$ cat src/rtl/seq_pkg.sv
// Shared encodings for the instruction sequencing controller:
// FSM states, opcode constants and trap cause codes.
package seq_pkg;

    typedef enum logic [2:0] {
        S_IDLE   = 3'd0,
        S_FETCH  = 3'd1,
        S_DECODE = 3'd2,
        S_EXEC   = 3'd3,
        S_WB     = 3'd4,
        S_HALT   = 3'd5,
        S_TRAP   = 3'd6,
        S_BAD    = 3'd7
    } state_t;

    localparam logic [6:0] OP_RTYPE  = 7'b0110011;
    localparam logic [6:0] OP_SYSTEM = 7'b1110011;

    localparam logic [1:0] TC_NONE    = 2'b00;
    localparam logic [1:0] TC_ILLEGAL = 2'b01;
    localparam logic [1:0] TC_TIMEOUT = 2'b10;

endpackage

$ cat src/rtl/seq_perf_counters.sv
// Free-running activity and retirement counters for the sequencer.
// Only instantiated when SEQ_PERF_EN is defined.
module seq_perf_counters (
    input  logic        clk,
    input  logic        reset,
    input  logic        active,
    input  logic        retire,
    output logic [31:0] cycle_count,
    output logic [31:0] retired_count
);

    // Both counters wrap naturally at 2^32.
    always_ff @(posedge clk) begin
        if (reset) begin
            cycle_count   <= '0;
            retired_count <= '0;
        end else begin
            if (active) cycle_count   <= cycle_count + 32'd1;
            if (retire) retired_count <= retired_count + 32'd1;
        end
    end

endmodule

$ cat src/rtl/seq_controller.sv
// Multi-cycle fetch/decode/exec/writeback sequencer with halt and trap.
// Define SEQ_PERF_EN to add cycle_count / retired_count outputs.
module seq_controller
    import seq_pkg::*;
#(
    parameter int FETCH_TIMEOUT = 15,
    parameter int EXEC_CYCLES   = 1
) (
    input  logic        clk,
    input  logic        reset,
    input  logic        run,
    input  logic        trap_clear,
    output logic        imem_req,
    input  logic        imem_ready,
    input  logic [31:0] inst_code,
    output logic [31:0] ir,
    output logic        pc_en,
    output logic        write_on_register,
    output logic        halted,
    output logic        trap,
    output logic [1:0]  trap_cause,
    output logic [2:0]  state
`ifdef SEQ_PERF_EN
    ,
    output logic [31:0] cycle_count,
    output logic [31:0] retired_count
`endif
);

    localparam logic [7:0] WAIT_LAST = 8'(FETCH_TIMEOUT - 1);
    localparam logic [3:0] EXEC_LAST = 4'(EXEC_CYCLES - 1);

    state_t     state_q;
    state_t     state_d;
    logic [7:0] wait_cnt;
    logic [3:0] exec_cnt;
    logic       fetch_expired;
    logic [6:0] opcode;

    assign state         = state_q;
    assign opcode        = ir[6:0];
    assign fetch_expired = (wait_cnt == WAIT_LAST);

    // State register.
    always_ff @(posedge clk) begin
        if (reset) state_q <= S_IDLE;
        else       state_q <= state_d;
    end

    // Next-state selection; a ready fetch beats the timeout.
    always_comb begin
        state_d = state_q;
        unique case (state_q)
            S_IDLE:   if (run) state_d = S_FETCH;
            S_FETCH: begin
                if (imem_ready)         state_d = S_DECODE;
                else if (fetch_expired) state_d = S_TRAP;
            end
            S_DECODE: begin
                if (opcode == OP_RTYPE)       state_d = S_EXEC;
                else if (opcode == OP_SYSTEM) state_d = S_HALT;
                else                          state_d = S_TRAP;
            end
            S_EXEC:   if (exec_cnt == EXEC_LAST) state_d = S_WB;
            S_WB:     state_d = run ? S_FETCH : S_IDLE;
            S_HALT:   state_d = S_HALT;
            S_TRAP:   if (trap_clear) state_d = S_IDLE;
            default:  state_d = S_IDLE;
        endcase
    end

    // Instruction register, wait/exec counters and trap cause.
    always_ff @(posedge clk) begin
        if (reset) begin
            ir         <= '0;
            wait_cnt   <= '0;
            exec_cnt   <= '0;
            trap_cause <= TC_NONE;
        end else begin
            if (state_q == S_FETCH && imem_ready) ir <= inst_code;

            if (state_q == S_FETCH && !imem_ready)
                wait_cnt <= wait_cnt + 8'd1;
            else
                wait_cnt <= '0;

            if (state_q == S_EXEC && state_d == S_EXEC)
                exec_cnt <= exec_cnt + 4'd1;
            else
                exec_cnt <= '0;

            if (state_q == S_FETCH && !imem_ready && fetch_expired)
                trap_cause <= TC_TIMEOUT;
            else if (state_q == S_DECODE && state_d == S_TRAP)
                trap_cause <= TC_ILLEGAL;
            else if (state_q == S_TRAP && trap_clear)
                trap_cause <= TC_NONE;
        end
    end

    // Moore outputs, forced quiet while reset is asserted.
    always_comb begin
        imem_req          = 1'b0;
        pc_en             = 1'b0;
        write_on_register = 1'b0;
        halted            = 1'b0;
        trap              = 1'b0;
        if (!reset) begin
            unique case (state_q)
                S_FETCH: imem_req = 1'b1;
                S_WB: begin
                    pc_en             = 1'b1;
                    write_on_register = 1'b1;
                end
                S_HALT:  halted = 1'b1;
                S_TRAP:  trap   = 1'b1;
                default: ;
            endcase
        end
    end

`ifdef SEQ_PERF_EN
    logic perf_active;
    assign perf_active = !(state_q == S_IDLE ||
                           state_q == S_HALT ||
                           state_q == S_TRAP);

    seq_perf_counters u_perf (
        .clk           (clk),
        .reset         (reset),
        .active        (perf_active),
        .retire        (state_q == S_WB),
        .cycle_count   (cycle_count),
        .retired_count (retired_count)
    );
`endif

endmodule

$ cat config.mk
export PLATFORM = sky130hd
export DESIGN_NAME = seq_controller
export DESIGN_NICKNAME = d
export VERILOG_FILES = /design/src/rtl/seq_pkg.sv /design/src/rtl/seq_perf_counters.sv /design/src/rtl/seq_controller.sv
export SDC_FILE = /design/constraint.sdc
export NUM_CORES = 1
export LEC_CHECK = 0
export CAP_MARGIN = 10
export CORE_MARGIN = 5
export CORE_UTILIZATION = 35
export DETAILED_ROUTE_END_ITERATION = 16
export PLACE_DENSITY = 0.64
export SLEW_MARGIN = 10
export SYNTH_ARGS = -nofsm -noshare
export SYNTH_HDL_FRONTEND = slang
export SYNTH_SLANG_ARGS = --single-unit
export TNS_END_PERCENT = 10
$ cat constraint.sdc
create_clock -name clk -period 1.85 [get_ports clk]
set_clock_uncertainty 0.2 [all_clocks]
set_input_delay 0.37 -clock clk [delete_from_list [all_inputs] [get_ports clk]]
set_output_delay 0.37 -clock clk [all_outputs]
set_load 0.02 [all_outputs]
After elaboration in Yosys (flattened, before gate mapping)
Cells that the tools add are included.
{"block": "word_totals", "latchBits": 0, "ramBits": 0, "regBits": 49, "n_memories": 0, "mem_bits_ro": 0}
{"block": "op_classes", "magnitude_cmp": 0, "bitwise": 2, "reduce_logical": 14, "mux": 20, "n_div": 0, "shift": 0, "mul": 0, "add_sub_neg": 2, "n_eq_ne": 11}
{"operator": "case mux 3 bit (7 select lines)", "n": 1}
{"operator": "two-way mux 3 bit", "n": 6}
{"operator": "equality test 3 bit, second input constant", "n": 4}
{"operator": "equality test 3 x 2 -> 1 bit, second input constant", "n": 3}
{"operator": "two-way mux 1 bit", "n": 9}
{"operator": "adder 8 x 1 -> 8 bit, second input constant", "n": 1}
{"operator": "equality test 8 x 4 -> 1 bit, second input constant", "n": 1}
{"operator": "two-way mux 2 bit", "n": 4}
{"operator": "equality test 7 x 6 -> 1 bit, second input constant", "n": 1}
{"operator": "equality test 7 bit, second input constant", "n": 1}
{"operator": "logical AND 1 bit", "n": 6}
{"operator": "OR reduction 2 bit", "n": 3}
{"operator": "adder 4 x 1 -> 4 bit, second input constant", "n": 1}
{"operator": "zero test 4 bit", "n": 1}
{"operator": "equality test 3 x 1 -> 1 bit, second input constant", "n": 1}
{"operator": "zero test 3 bit", "n": 1}
{"operator": "nonzero test 3 bit", "n": 1}
{"operator": "inverter 1 bit", "n": 2}
{"operator": "nonzero test 2 bit", "n": 1}
{"operator": "zero test 1 bit", "n": 1}

Depth between registers and ports, before layout
Gate-level depths: netlist (run 1).
{"block": "logic_depth", "depth_word": 8, "mapped_depth": 6, "depth_no_buf": 6}

Least setup slack after synthesis (run 1)
OpenSTA, ideal clock, no wires.
{"block": "synth_timing", "kind": "flip-flop to output port", "startpoint": "register state_q[2] (netlist: state[2])", "endpoint": "output write_on_register", "path_stages_with_launch": 5, "arrival_time_ns": 1.578, "slack_ns": -0.298, "path_buffers": 2, "path_cell_list": "dfxtp_1 -> clkbuf_1 -> nand2_1 -> nor3_1 -> buf_4"}
{"block": "synth_between", "elab_chain_cells": 3}
{"element": "from (decl)", "line": "seq_controller.sv:33", "text": "state_t state_q;"}
{"element": "from (signal assigned)", "line": "seq_controller.sv:47", "text": "else state_q <= state_d;"}
{"element": "equality test 3 bit"}
{"element": "two-way mux 1 bit (2 in series)"}
{"element": "to (decl)", "line": "seq_controller.sv:18", "text": "output logic write_on_register,"}
Every way passes these cells.

Final worst setup path (run 1)
{"block": "layout_timing", "startpoint": "register trap_cause[0]", "endpoint": "output trap_cause[0]"}
{"element": "from (decl)", "line": "seq_controller.sv:21", "text": "output logic [1:0] trap_cause,"}
{"element": "from (signal assigned)", "line": "seq_controller.sv:78", "text": "trap_cause <= TC_NONE;"}
{"element": "from (signal assigned)", "line": "seq_controller.sv:93", "text": "trap_cause <= TC_TIMEOUT;"}
{"element": "from (signal assigned)", "line": "seq_controller.sv:95", "text": "trap_cause <= TC_ILLEGAL;"}
No word-level cell between the ends.

==> impl_metrics.tcl, run 1 <==
set metrics [dict create \
    post-route-min-period_ns 1.808 \
    maxSlewHeadroom_pct 67.83 \
    vias_per_cell 4.655 \
    synth_mux_area_share_pct 0 \
    yosys.area.top_type_share_pct 49.43 \
    drc_errors 0 \
    ff2ff_path_depth 6 \
    startpoint_type "flip-flop" \
    dp_cells 398 \
    hold_path.class "reg -> reg" \
    path_max_fanout 2 \
    critPathKind "reg -> out" \
    worst_ep_required_time_ns 1.28 \
    finalSetupViolCount 0 \
    clock_latency_ns 0.30 \
    ys_seq_area_share_pct 49.43 \
    power.leakage_uw 0.001522 \
    cp.arrival_ns 1.24 \
    synth-adder-area-share_pct 2.522 \
    drive_above_1_share_pct 11.98 \
    synthTopCellsByCount "nand2_1 (72), dfxtp_1 (49), a21oi_1 (34)" \
    portBuffers 78 \
    synthFlopType "dfxtp_1" \
    firstDrtPassIters 4 \
    cts_root_buffer "clkbuf_8" \
    die_x_um 85.30 \
    hpwl_um 3674 \
    gr-total-overflow 0 \
    max_freq_mhz 553.0 \
    grt_usage_pct 13.72 \
    clk_path_buf_depth 2 \
    pin_count 79 \
    finalHoldViolCount 0 \
    grt_pass1_vias 1733 \
    synth-simple-area-share_pct 25.98 \
    syn_avg_cell_area_um2 8.133 \
    dpl-instance-area_um2 2958 \
    synth_compound_area_share_pct 12.80 \
    die_y_um 85.30 \
    routed_wl_um 5157 \
    holdPathStages 2 \
    yosysMostFrequentCell "nand2_1" \
    core_area_um2 5507 \
    yosysTopAreaCell "dfxtp_1" \
    yosysWarnings 0 \
    synth.distinct_cells 36 \
    power.total_uw 2272 \
    cpMaxStageDelayCell "clkdlybuf4s50_1" \
    cts-buffers-inserted 5 \
    worst_pin_slew_ns 0.4816 \
    synth-xor-area-share_pct 3.531 \
    tritoncts "done" \
    drt-initial-drc-count 61 \
    nNetsFinal 374 \
    ir_drop_v 0.0004576 \
    post_cts_resized 31 \
    finalInstanceArea_um2 3107 \
    synthToLayoutAreaGrowth_pct 56.56 \
    grt_max_degree 33 \
    die-area_um2 7275 \
    slew_violations 0 \
    syn_area_um2 1984 \
    crit_family "buffers and inverters" \
    worstPathCellList "clkdlybuf4s50_1" \
    synth_fp_nets 285 \
    insertedDiodeCount 0 \
    ys_ff_latch 49 \
    max-cap-violations 0 \
    antenna_found_initial 0 \
    routedWlPerCell_um 12.70 \
    synthTopCellsByArea "dfxtp_1 (49%), nand2_1 (14%), a21oi_1 (8.6%)" \
    gp_congestion 0.8263 \
    hold_buffers 0 \
    run_status "finished, final reports clean" \
    rsz0062_at_grt "yes" \
    htreeDepth 2 \
    cts_sinks 49 \
    async_reset_ff_share_pct 0 \
    final_cells 406 \
    post-route-period-util_pct 97.74 \
    clk_pin_slew_ns 0.09 \
    ant_nets 0 \
    power_per_cell_area_nw_per_um2 731.3 \
    endpoint_kind "output pin" \
    start_util_pct 36.04 \
    row_count 27 \
    synth-edff-count 0 \
    max_stage_delay_ns 0.60 \
    synth_top_family_by_area "simple AND/OR/NAND/NOR gates" \
    vias 1890 \
    grt_pass1_wl_um 8121 \
    post_cts_buffers 0 \
    path_buf_inv 1 \
    path_depth 1 \
    synthCells 244 \
]
cell usage in the layout (no fill, tap or decap), types with 2 or more instances in the layout:
cell             instances
nand2_1                 72
dfxtp_1                 49
clkdlybuf4s50_1         39
a21oi_1                 34
dlymetal6s2s_1          21
buf_4                   18
nor2_1                  15
dlygate4sd2_1           12
inv_1                    7
xor2_1                   6
clkbuf_8                 6
ha_1                     4
buf_2                    4
nand2b_1                 3
a31oi_1                  3
nand4_1                  3
nand3_1                  3
nor3_2                   2
nor3_1                   2
and3_1                   2
o21ai_0                  2
xnor2_1                  2
nand3b_1                 2
buf_12                   2
worst paths after layout:
kind | from | endpoint | slack [ns]
worst max-delay path | trap_cause[0] | trap_cause[0] | 0.04
worst min-delay path | ir[18] | ir[18] | 0.25
worst max register to register | state[2] | ir[27] | 0.10
worst min register to register | ir[18] | ir[18] | 0.25
registers in the layout (all words and copies together) (netlist names):
| name | flops |
|---|---|
| trap_cause | 2 |
| ir | 32 |
| wait_cnt | 8 |
| exec_cnt | 4 |
| state | 3 |
stage by stage:
stage	TNS (ns)	worst slack [ns]	utilization [%]	hold WS, ns
detailed placement	-7.906	-0.5782	53.72	0.2463
global placement	-7.272	-0.5393	53.72	0.2413
global route	0	0.00004108	56.42	0.2750
finish	0	0.04182	56.42	0.2549
CTS	0	0.003558	55.46	0.2586
floorplan	-0.01106	-0.01106	-	0.2300
per-layer routing:
| metal | wire [µm] | track usage (%) | part of all wire, % |
|---|---|---|---|
| met1 | 2243 | 16.58 | 43 |
| met2 | 2438 | 22.81 | 47 |
| met3 | 405 | 4.175 | 7.9 |
| met4 | 70 | 5.180 | 1.4 |
| met5 | 0 | 0 | 0 |
logic make-up after synthesis:
| kind of cell | count (synthesis) |
|---|---|
| AND/OR/NAND/NOR | 115 |
| adder cells (fa/ha/maj) | 4 |
| flip-flops | 49 |
| AO/OA/AOI/OAI | 46 |
| buffers and inverters | 22 |
| XOR/XNOR | 8 |
layout make-up:
class / count / area (µm²)
Clock buffer: 6 / 82.58
Tap cell: 72 / 90.09
Inverter: 7 / 26.28
Fill cell: 527 / 2400
Clock inverter: 2 / 37.54
Sequential cell: 49 / 980.9
Timing Repair Buffer: 97 / 964.7
Multi-Input combinational cell: 173 / 924.6
where the power goes:
| part | leakage, µW | internal [µW] | switching (µW) |
|---|---|---|---|
| registers | 0.000397 | 1090 | 22.4 |
| logic | 0.00107 | 188 | 173 |
| clock network | 0.0000574 | 440 | 359 |
(Power assumes the default switching activity.)
==> run 2: changes to the inputs <==
--- a/config.mk
+++ b/config.mk
@@ -9,7 +9,7 @@
 export CORE_MARGIN = 5
 export CORE_UTILIZATION = 35
 export DETAILED_ROUTE_END_ITERATION = 16
-export PLACE_DENSITY = 0.64
+export PLACE_DENSITY = 0.76
 export SLEW_MARGIN = 10
 export SYNTH_ARGS = -nofsm -noshare
 export SYNTH_HDL_FRONTEND = slang
==> run 2 against run 1 <==
Net effect: clock power shrank 24%; clock-buffer cell count shrank 1; die area is the same; global-route usage grew 0.17 points; routed wire length grew 0.29%; cell count grew 0.74%; critical path type unchanged; first-iteration DRC count grew 13%; sequential share of layout area grew 0.37 points; register-to-register slack is essentially flat.
==> impl_metrics.tcl, run 2 (synthesis gave the netlist of run 1 again) <==
set metrics [dict create \
    fillers 523 \
    dp_cells 401 \
    vias 1883 \
    post-route-period-util_pct 97.94 \
    largest_reg_flops 32 \
    die_y_um 85.30 \
    max-cap-violations 0 \
    cts_root_buffer "clkbuf_8" \
    final.setup.tns_ns 0 \
    gr-total-overflow 0 \
    run_status "finished, final reports clean" \
    synthToLayoutAreaGrowth_pct 54.92 \
    hpwl_um 3843 \
    routedWlPerCell_um 12.65 \
    crit_family "buffers and inverters" \
    drt-initial-drc-count 69 \
    cpMaxStageDelayCell "clkdlybuf4s50_1" \
    portBuffers 78 \
    drive_above_1_share_pct 12.76 \
    pin_count 79 \
    routed_wl_um 5172 \
    path_buf_inv 1 \
    grt_pass1_wl_um 8169 \
    tritoncts "done" \
    max_freq_mhz 551.9 \
    die_x_um 85.30 \
    finalInstanceArea_um2 3074 \
    worstReg2RegStart "state[2]" \
    finalSetupViolCount 0 \
    reg_top3 "ir x32, wait_cnt x8, exec_cnt x4" \
    path_max_fanout 2 \
    grt_pass1_vias 1814 \
    post_cts_buffers 0 \
    ir_drop_v 0.0005441 \
    dpl-instance-area_um2 2955 \
    regMostFlops "ir" \
    nNetsFinal 377 \
    startpoint_type "flip-flop" \
    worst_pin_slew_ns 0.4767 \
    worstPathCellList "clkdlybuf4s50_1" \
    htreeDepth 2 \
    vias_per_cell 4.604 \
    rsz0062_at_grt "no" \
    antenna_found_initial 0 \
    final_common_cell "nand2_1" \
    maxSlewHeadroom_pct 68.15 \
    start_util_pct 36.04 \
    power_per_cell_area_nw_per_um2 677.5 \
    die-area_um2 7275 \
    cp.arrival_ns 1.24 \
    hp-start "ir[14]" \
    insertedDiodeCount 0 \
    gp_congestion 0.8094 \
    row_count 27 \
    clk_pin_slew_ns 0.09 \
    cts-buffers-inserted 5 \
    grt_max_degree 24 \
    firstDrtPassIters 4 \
    mostFrequentLayoutCells "nand2_1 (72), dfxtp_1 (48), clkdlybuf4s50_1 (37)" \
    finalHoldViolCount 0 \
    hold_buffers 0 \
    drc_errors 0 \
    core_area_um2 5507 \
    final_cells 409 \
    ff2ff_path_depth 6 \
    post-route-min-period_ns 1.812 \
    clk_path_buf_depth 2 \
    cts_sinks 49 \
    critPathKind "reg -> out" \
    max_stage_delay_ns 0.60 \
    power.leakage_uw 0.001565 \
    hold_path.class "reg -> reg" \
    ant_nets 0 \
    grt_usage_pct 13.89 \
    whs_endpoint "ir[14]" \
    r2r_end "ir[21]" \
    holdPathStages 2 \
    regToRegSetupSlack_ns 0.10 \
    worst_ep_required_time_ns 1.28 \
    endpoint_kind "output pin" \
    power.total_uw 2083 \
    clock_latency_ns 0.30 \
    slew_violations 0 \
]
[run 2: how the worst max path moves through the flow]
stage / to / from / cells past startpoint
final: trap_cause[1] / trap_cause[1] / 1
after CTS: imem_req / state[2] / 3
after floorplan: write_on_register / state[2] / 4
after detailed placement: halted / reset / 4
after global placement: write_on_register / reset / 4
after global routing: state[0] / state[0] / 2
[run 2: metal layers]
metal	share of wire, %	GRT usage (%)
met5	0	0
met4	1.4	5.612
met3	9.4	6.117
met2	46	22.67
met1	43	15.83
[run 2: layout make-up]
type / count / area [µm²] / area share (%)
Tap cell: 72 / 90.09 / 2.930
Timing Repair Buffer: 100 / 967.2 / 31.46
Sequential cell: 49 / 982.2 / 31.95
Clock buffer: 5 / 68.82 / 2.239
Clock inverter: 3 / 17.52 / 0.5698
Inverter: 7 / 26.28 / 0.8547
Multi-Input combinational cell: 173 / 922.1 / 30.00
[run 2: what timing repair did]
| item | CTS | global route |
|---|---|---|
| hold endpoints to repair | 0 | 0 |
| gates resized for setup | 32 | 29 |
| endpoints found under the setup margin | 16 | 28 |
[run 2: report_power, final]
| part | internal (µW) | switching, µW | total (µW) |
|---|---|---|---|
| Clock | 261 | 350 | 611 |
| Combinational | 185 | 175 | 359 |
| Sequential | 1090 | 21.6 | 1110 |
| Total | 1540 | 547 | 2080 |
[run 2: stage by stage]
stage | util (%) | hold slack, ns | worst slack, ns
floorplan | - | 0.2300 | -0.01106
global placement | 53.67 | 0.2411 | -0.5354
detailed placement | 53.67 | 0.2463 | -0.5536
CTS | 54.76 | 0.2587 | -0.1183
global route | 55.83 | 0.2744 | 0.0009724
finish | 55.83 | 0.2533 | 0.03811
==> run 3: changes to the inputs <==
--- a/config.mk
+++ b/config.mk
@@ -8,6 +8,7 @@
 export CAP_MARGIN = 10
 export CORE_MARGIN = 5
 export CORE_UTILIZATION = 35
+export CTS_CLUSTER_SIZE = 24
 export DETAILED_ROUTE_END_ITERATION = 16
 export PLACE_DENSITY = 0.76
 export SLEW_MARGIN = 10
==> results of run 3 <==
Same layout as run 2: the final DEF is identical, and so are final timing and power.
